## src/rtl/pipe_stage.sv

```systemverilog
// pipe_stage: one-deep valid/ready pipeline register with flush and a
// saturating backpressure counter.
// Optional feature macro: PIPE_STAGE_SKID_EN adds a skid entry so that
// in_ready is registered and has no combinational path from out_ready.
module pipe_stage #(
    parameter int unsigned          DATA_W   = 16,
    parameter int unsigned          CNT_W    = 8,
    parameter logic [DATA_W-1:0]    NOP_DATA = '0
) (
    input  logic              clk,
    input  logic              rst,
    input  logic              in_valid,
    output logic              in_ready,
    input  logic [DATA_W-1:0] in_data,
    output logic              out_valid,
    input  logic              out_ready,
    output logic [DATA_W-1:0] out_data,
    input  logic              flush,
    output logic [CNT_W-1:0]  stall_cnt
);

    logic              main_vld;
    logic [DATA_W-1:0] main_dat;
    logic              in_xfer;
    logic              out_xfer;

    assign out_valid = main_vld;
    assign out_data  = main_vld ? main_dat : NOP_DATA;
    assign in_xfer   = in_valid && in_ready;
    assign out_xfer  = main_vld && out_ready;

`ifdef PIPE_STAGE_SKID_EN
    logic              skid_vld;
    logic [DATA_W-1:0] skid_dat;
    logic              rdy_q;
    logic              main_vld_n;
    logic [DATA_W-1:0] main_dat_n;
    logic              skid_vld_n;
    logic [DATA_W-1:0] skid_dat_n;

    // in_ready comes from a flop; rst only gates it so it reads 0 during reset
    assign in_ready = rdy_q && !rst;

    // Next-state for main/skid entries; skid drains into main on an output transfer
    always_comb begin
        main_vld_n = main_vld;
        main_dat_n = main_dat;
        skid_vld_n = skid_vld;
        skid_dat_n = skid_dat;
        if (flush) begin
            main_vld_n = 1'b0;
            skid_vld_n = 1'b0;
        end else if (out_xfer) begin
            if (skid_vld) begin
                main_dat_n = skid_dat;
                if (in_xfer) begin
                    skid_dat_n = in_data;
                end else begin
                    skid_vld_n = 1'b0;
                end
            end else if (in_xfer) begin
                main_dat_n = in_data;
            end else begin
                main_vld_n = 1'b0;
            end
        end else if (in_xfer) begin
            if (main_vld) begin
                skid_vld_n = 1'b1;
                skid_dat_n = in_data;
            end else begin
                main_vld_n = 1'b1;
                main_dat_n = in_data;
            end
        end
    end

    // Entry registers and registered ready (ready == skid entry empty)
    always_ff @(posedge clk or posedge rst) begin
        if (rst) begin
            main_vld <= 1'b0;
            main_dat <= '0;
            skid_vld <= 1'b0;
            skid_dat <= '0;
            rdy_q    <= 1'b1;
        end else begin
            main_vld <= main_vld_n;
            main_dat <= main_dat_n;
            skid_vld <= skid_vld_n;
            skid_dat <= skid_dat_n;
            rdy_q    <= !skid_vld_n;
        end
    end
`else
    // Single entry: accept when empty or when the held payload leaves this edge
    assign in_ready = (!main_vld || out_ready) && !rst;

    // Entry register; flush wins over both transfers
    always_ff @(posedge clk or posedge rst) begin
        if (rst) begin
            main_vld <= 1'b0;
            main_dat <= '0;
        end else if (flush) begin
            main_vld <= 1'b0;
        end else if (in_xfer) begin
            main_vld <= 1'b1;
            main_dat <= in_data;
        end else if (out_xfer) begin
            main_vld <= 1'b0;
        end
    end
`endif

    // Saturating count of cycles where a valid payload is backpressured
    always_ff @(posedge clk or posedge rst) begin
        if (rst) begin
            stall_cnt <= '0;
        end else if (main_vld && !out_ready && (stall_cnt != '1)) begin
            stall_cnt <= stall_cnt + 1'b1;
        end
    end

endmodule

```

## config.mk

```make
export PLATFORM = sky130hd
export DESIGN_NAME = pipe_stage
export DESIGN_NICKNAME = d
export VERILOG_FILES = /design/src/rtl/pipe_stage.sv
export SDC_FILE = /design/constraint.sdc
export NUM_CORES = 1
export LEC_CHECK = 0
export ABC_CLOCK_PERIOD_IN_PS = 1800
export BUFFER_PORTS_ARGS = -buffer_cell sky130_fd_sc_hd__buf_2
export CAP_MARGIN = 20
export CORE_MARGIN = 3
export CORE_UTILIZATION = 47
export CTS_CLUSTER_SIZE = 8
export DETAILED_ROUTE_END_ITERATION = 8
export PLACE_DENSITY = 0.78
export SYNTH_ARGS = -nofsm -noshare
export SYNTH_HDL_FRONTEND = slang
export SYNTH_SLANG_ARGS = --single-unit
```

## constraint.sdc

```tcl
create_clock -name clk -period 1.8 [get_ports clk]
set_input_delay 0.27 -clock clk [delete_from_list [all_inputs] [get_ports clk]]
set_output_delay 0.27 -clock clk [all_outputs]
set_load 0.03 [all_outputs]
```

==> metrics.txt, run 1 <==
gr ovfl total=0; startpoint types=input pin; syn nets=116; internal power=949 uW; Flop pwr share=52.7%; Setup TNS Final=0 ps; WP data arrival=1870 ps; fin crit share=between 90% and 100%; die height=56.2 um; Critical Path RT=2000 ps; Pre-antenna DRT Iters=4; worst skew pair latency=slightly above 300 ps; Pleak=0.000768 uW; share of layout cells above drive strength 1=51.0%; clock buffer depth=2; grt met1 use=about a fifth; first-pass GRT wire length=4080 um; status=completed; Clk pwr share=approximately 17%; routed len/inst=13.6 um; syn_area_per_cell=12.6 um^2; pwr dens=977 nW/um^2; initial antenna violation count=0; # diodes=0; top-area cell type share of the netlist area=between 50% and 60%; setup ws final=131 ps; post-DP HPWL=around 1800 um; unrepaired setup endpoints after global routing=false; H-tree Lvls=1; Slew @ Worst Pin=between 400 and 500 ps; Final Hold Viols=0; row cnt=17; combinational share of power=30.8%; normalized max-slew margin=67.9%; area leader, netlist=dfrtp_1; gr usage total=16.0%; post-synthesis sequential area ratio=52.9%; GRT Max-Usage Layer=met2; Max Freq=599 MHz; crit path time final=about 1700 ps; core region area=2300 um^2; HP Start=in_data[5]; number of CTS-inserted buffers=3; Routed Antenna Nets=0; filler-free cell count of the finished design=173; vias=887; Placer Congestion=0.892; # setup viols final=0; Netlist Area Pre-Place=1180 um^2; root buf cell=clkbuf_4; post-CTS setup buffers=0; CP endpoint kind=flip-flop; largest net degree at the start of global routing=21; Final Max Tran Viols=0; total power draw=1470 uW; DR iter-0 viols=21; Seq cells post-synth=25; CP Max Fanout=17; reg-to-reg critical path startpoint=out_valid; Crit Path Category=in2reg; die width=56.2 um; post-layout util=65.4%; Clock Pin Slew Worst Setup and Hold Paths=130 ps; switching power=518 uW; Initial Util=between 50% and 60%; max-cap viol count=0; IO Port Bufs=46; die area=3160 um^2; grt met2 use=around 28%; Total Nets Final=roughly 170; crit path launch=rst; sw frac=35.3%; Top Ports=47; Area Overhead vs Synth=26.8%; YS warnings=0; Peak VDD IR=about 750 uV; Min-Delay Path Class=in2reg; # DRC=0; Cell variety after synth=26; aggregate routed wire length=approximately 2400 um; CTS tree=done; Post-Syn Instances=94; Clock Sinks=25; clk_skew=4.02 ps; DP Cell Count=168; Synth area leaders=dfrtp_1 53%, mux2_2 18%, and2_1 8.5%; M3 GR Usage=2.09%; vias per cell=~5.1; vias in the first global route=923; dpl ws=slightly above 300 ps
-- sequential cells by signal (all words and copies together), names as in the netlist --
name / flops
out_valid: 1
main_dat: 16
stall_cnt: 8
-- cells in the final DEF, fill, tap and decap left out, drive strengths merged --
cell and instances:
clkinv 1, nand3 2, o21bai 1, nand4b 2, inv 1, xnor2 1
xor2 1, nor2 2, nor4b 1, and3 1, dfrtp 25, a211o 1
a21oi 4, clkbuf 3, and4 1, mux2 19, a211oi 1, nand2 1
nand4 2, and2 16, dlygate4sd3 1, a21o 2, nand2b 2, buf 49
ha 1, nor3 3, nor2b 1
-- worst max-delay path, cell delays in order --
cell	delay (ps)
dlygate4sd3_1	530
buf_2	150
nor4b_4	260
buf_4	280
mux2_2	370
-- kinds of logic after synthesis --
group           Yosys count  synth area share, %
compound gates            9                 4.97
simple gates             34                 19.6
fa+ha+maj                 1                 1.06
mux                      19                 18.1
buf+inv                   4                 2.01
xor+xnor                  2                 1.48
flops                    25                 52.9
-- stage by stage --
step           hold WS [ps]  cell area, um^2
2_1_floorplan           297             1180
3_3_place_gp            347             1460
3_5_place_dp            348             1460
4_1_cts                 178             1500
5_1_grt                 179             1500
6_report                182             1500
-- per-layer routing --
metal | vias to the layer above | wire length [um]
met5 | - | 0
met4 | 0 | 14
met3 | 2 | 126
met2 | 26 | 1260
met1 | 425 | 950
li1 | 434 | -
-- layout make-up --
class | instances | area (um^2)
timing repair buffer | 50 | 275
multi-input combinational | 65 | 534
clock inverter | 1 | 5.00
tap | 28 | 35.0
inverter | 1 | 3.75
clock buffer | 3 | 22.5
sequential | 25 | 626
fill | 183 | 796
-- final timing paths --
| path | slack (ps) | cells after the start | endpoint |
|---|---|---|---|
| max | 130 | 5 | main_dat[15] |
| min | 180 | 2 | main_dat[5] |
| max reg2reg | 280 | 4 | main_dat[15] |
| min reg2reg | 510 | 1 | main_dat[12] |
| max in group asynchronous | 810 | 4 | stall_cnt[2] |
| min in group asynchronous | 550 | 3 | out_valid |
-- Yosys cell counts --
| cell | instances |
|---|---|
| dfrtp_1 | 25 |
| mux2_2 | 19 |
| and2_1 | 16 |
| a21oi_1 | 4 |
| nor3_1 | 3 |
| a21o_1 | 2 |
| nand2b_1 | 2 |
| nand3_1 | 2 |
| nand4_1 | 2 |
| nand4b_1 | 2 |
| nor2_1 | 2 |
| a211o_1 | 1 |
| a211oi_1 | 1 |
| and3_1 | 1 |
| and4_1 | 1 |
| buf_2 | 1 |
| buf_6 | 1 |
| clkbuf_1 | 1 |
| ha_1 | 1 |
| inv_1 | 1 |
| nand2_1 | 1 |
| nor2b_4 | 1 |
| nor4b_4 | 1 |
| o21bai_1 | 1 |
| xnor2_1 | 1 |
| xor2_1 | 1 |
-- power by group through the flow --
| stage | clock (uW) | combinational [uW] | sequential (uW) |
|---|---|---|---|
| 2_1_floorplan | 0 | 229 | 858 |
| 3_3_place_gp | 0 | 445 | 774 |
| 3_5_place_dp | 0 | 456 | 786 |
| 4_1_cts | 253 | 461 | 775 |
| 5_1_grt | 274 | 493 | 793 |
| 6_report | 243 | 451 | 773 |
-- repair_timing --
action	CTS	global route
gates resized for setup	0	0
endpoints found under the hold margin	5	0
hold buffers	1	0
Power figures use the tool's default switching activity.
==> run 2, diff against run 1 <==
ABC_CLOCK_PERIOD_IN_PS = 1900   (was 1800)
clock period = 1.9 ns   (was 1.8 ns; I/O delays follow)
==> metrics.txt, run 2 (synthesis results as in run 1) <==
status=completed; number of CTS-inserted buffers=3 (unchanged); H-tree Lvls=1 (unchanged); vias in the first global route=933 (+1.1%); Crit Path Category=reg2out; Placer Congestion=0.848 (-5.0%); post-DP HPWL=1810 um (+0.51%); Peak VDD IR=532 uV (-29%); Area Overhead vs Synth=24.8%; first-pass GRT wire length=4050 um (-0.83%); startpoint types=flip-flop; crit path launch=out_valid; Setup TNS Final=0 ps (unchanged); CP endpoint kind=primary output; pwr dens=933 nW/um^2 (-4.5%); CP peak stage delay=400 ps (-130 ps); WP depth=3 (-2); largest net degree at the start of global routing=21 (unchanged); CTS tree=done; post-layout util=64.3% (-1.0 points); most frequent cells in the layout=46 x buf_2, 25 x dfrtp_1, 19 x mux2_2; Pre-antenna DRT Iters=4 (unchanged); Final Hold Viols=0 (unchanged); initial antenna violation count=0 (unchanged); # DRC=0 (unchanged); die height=56.2 um (unchanged); routed len/inst=13.7 um (+0.67%); Total Nets Final=167 (-0.60%); WP data arrival=1250 ps (-620 ps); vias=887 (unchanged); root buf cell=clkbuf_4; Clock Pin Slew Worst Setup and Hold Paths=120 ps (about the same); clk_skew=1.47 ps (-2.55 ps); R2R depth=4 (unchanged); Final Max Tran Viols=0 (unchanged); die area=3160 um^2 (unchanged); crit path time final=1530 ps; post-CTS setup buffers=0 (unchanged); Slew @ Worst Pin=486 ps (+5.34 ps); most common cell after layout, fill and taps aside=buf_2; Max Freq=652 MHz; aggregate routed wire length=2350 um (about the same); CP bufs+invs=2 (-1); Initial Util=51.5% (unchanged); # diodes=0 (unchanged); core region area=2300 um^2 (unchanged); CP Max Fanout=20 (+3); IO Port Bufs=46 (unchanged); row cnt=17 (unchanged); worst setup path endpoint=out_data[5]; Top Ports=47 (unchanged); # setup viols final=0 (unchanged); unrepaired setup endpoints after global routing=false; reg-to-reg critical path startpoint=stall_cnt[0]; gr ovfl total=0 (unchanged); R2R Setup Slk=380 ps (+100 ps); highest-delay cell along the critical path=dfrtp_1; post-CTS sizing=0 (unchanged); share of layout cells above drive strength 1=50.7% (-0.34 points); Largest register FFs=16 (unchanged); Reg with most FFs=main_dat; worst skew pair latency=300 ps (about the same); gr usage total=16.0% (+0.080 points); vias per cell=5.16 (+0.58%); clock buffer depth=2 (unchanged); fin crit share=80.7%; CP delay by family, top=flip-flops; FILL cells=193 (+5.5%); die width=56.2 um (unchanged); worst-path cell chain=buf_4 > and2_1 > buf_2; Critical Path RT=1620 ps (-380 ps); normalized max-slew margin=67.6% (-0.36 points); Post-CTS Hold Buffers=0 (-1); Min-Delay Path Class=in2async; RR Endpoint=stall_cnt[1]; DR iter-0 viols=17 (-19%); Pleak=0.000756 uW (-1.5%); Clock Sinks=25 (unchanged); max-cap viol count=0 (unchanged); Routed Antenna Nets=0 (unchanged)
==> run 2: cell types whose count changed in the layout (fill, tap and decap cells not counted) <==
cell and delta:
buf_12 -1, dlygate4sd3_1 -1, clkinv_2 -1, clkbuf_1 +1, buf_4 +1
==> run 2: worst min-delay path by stage <==
stage                     from           end  slack [ps]  depth (start not counted)
after floorplan            rst   main_dat[0]         310                          1
after global routing       rst     out_valid          40                          2
after global placement     rst  stall_cnt[5]         360                          2
after detailed placement   rst  stall_cnt[4]         370                          2
final                      rst  stall_cnt[3]          10                          2
after CTS                  rst  stall_cnt[4]           9                          2
==> run 2: cell type report <==
type	instances	area, um^2	share of cell area, %
tap	28	35.0	2.37
multi-input combinational	65	534	36.2
timing repair buffer	49	253	17.1
inverter	1	3.75	0.254
clock buffer	4	26.3	1.78
sequential	25	626	42.3
==> run 2: metal layers <==
metal	wire length (um)	vias up	share of wire [%]	global-route usage, %
met3	115	2	4.9	2.78
met2	1230	28	52	28.0
li1	-	437	-	-
met4	17	0	0.72	6.10
met1	988	420	42	19.5
met5	0	-	0	0
==> run 2: through the flow <==
stage / hold WS, ps / total power, uW / instances / setup WS [ps] / cell area [um^2]
3_3_place_gp: 363 / 1150 / 168 / 441 / 1450
4_1_cts: 8.64 / 1410 / 172 / 338 / 1480
2_1_floorplan: 312 / 1030 / 94 / 164 / 1180
5_1_grt: 40.0 / 1470 / 172 / 277 / 1480
6_report: 13.8 / 1380 / 172 / 367 / 1480
3_5_place_dp: 367 / 1170 / 168 / 406 / 1450
==> run 2: power by group <==
part | switching, uW | leakage, uW | internal (uW)
registers | 86.4 | 0.000308 | 644
logic | 249 | 0.000433 | 173
clock network | 144 | 0.0000150 | 81.8
==> run 2: worst reg2reg max path, stage by stage, from the launching register on <==
cell,delay (ps)
dfrtp_1,420
ha_1,220
and3_1,260
a21o_1,180
mux2_2,330
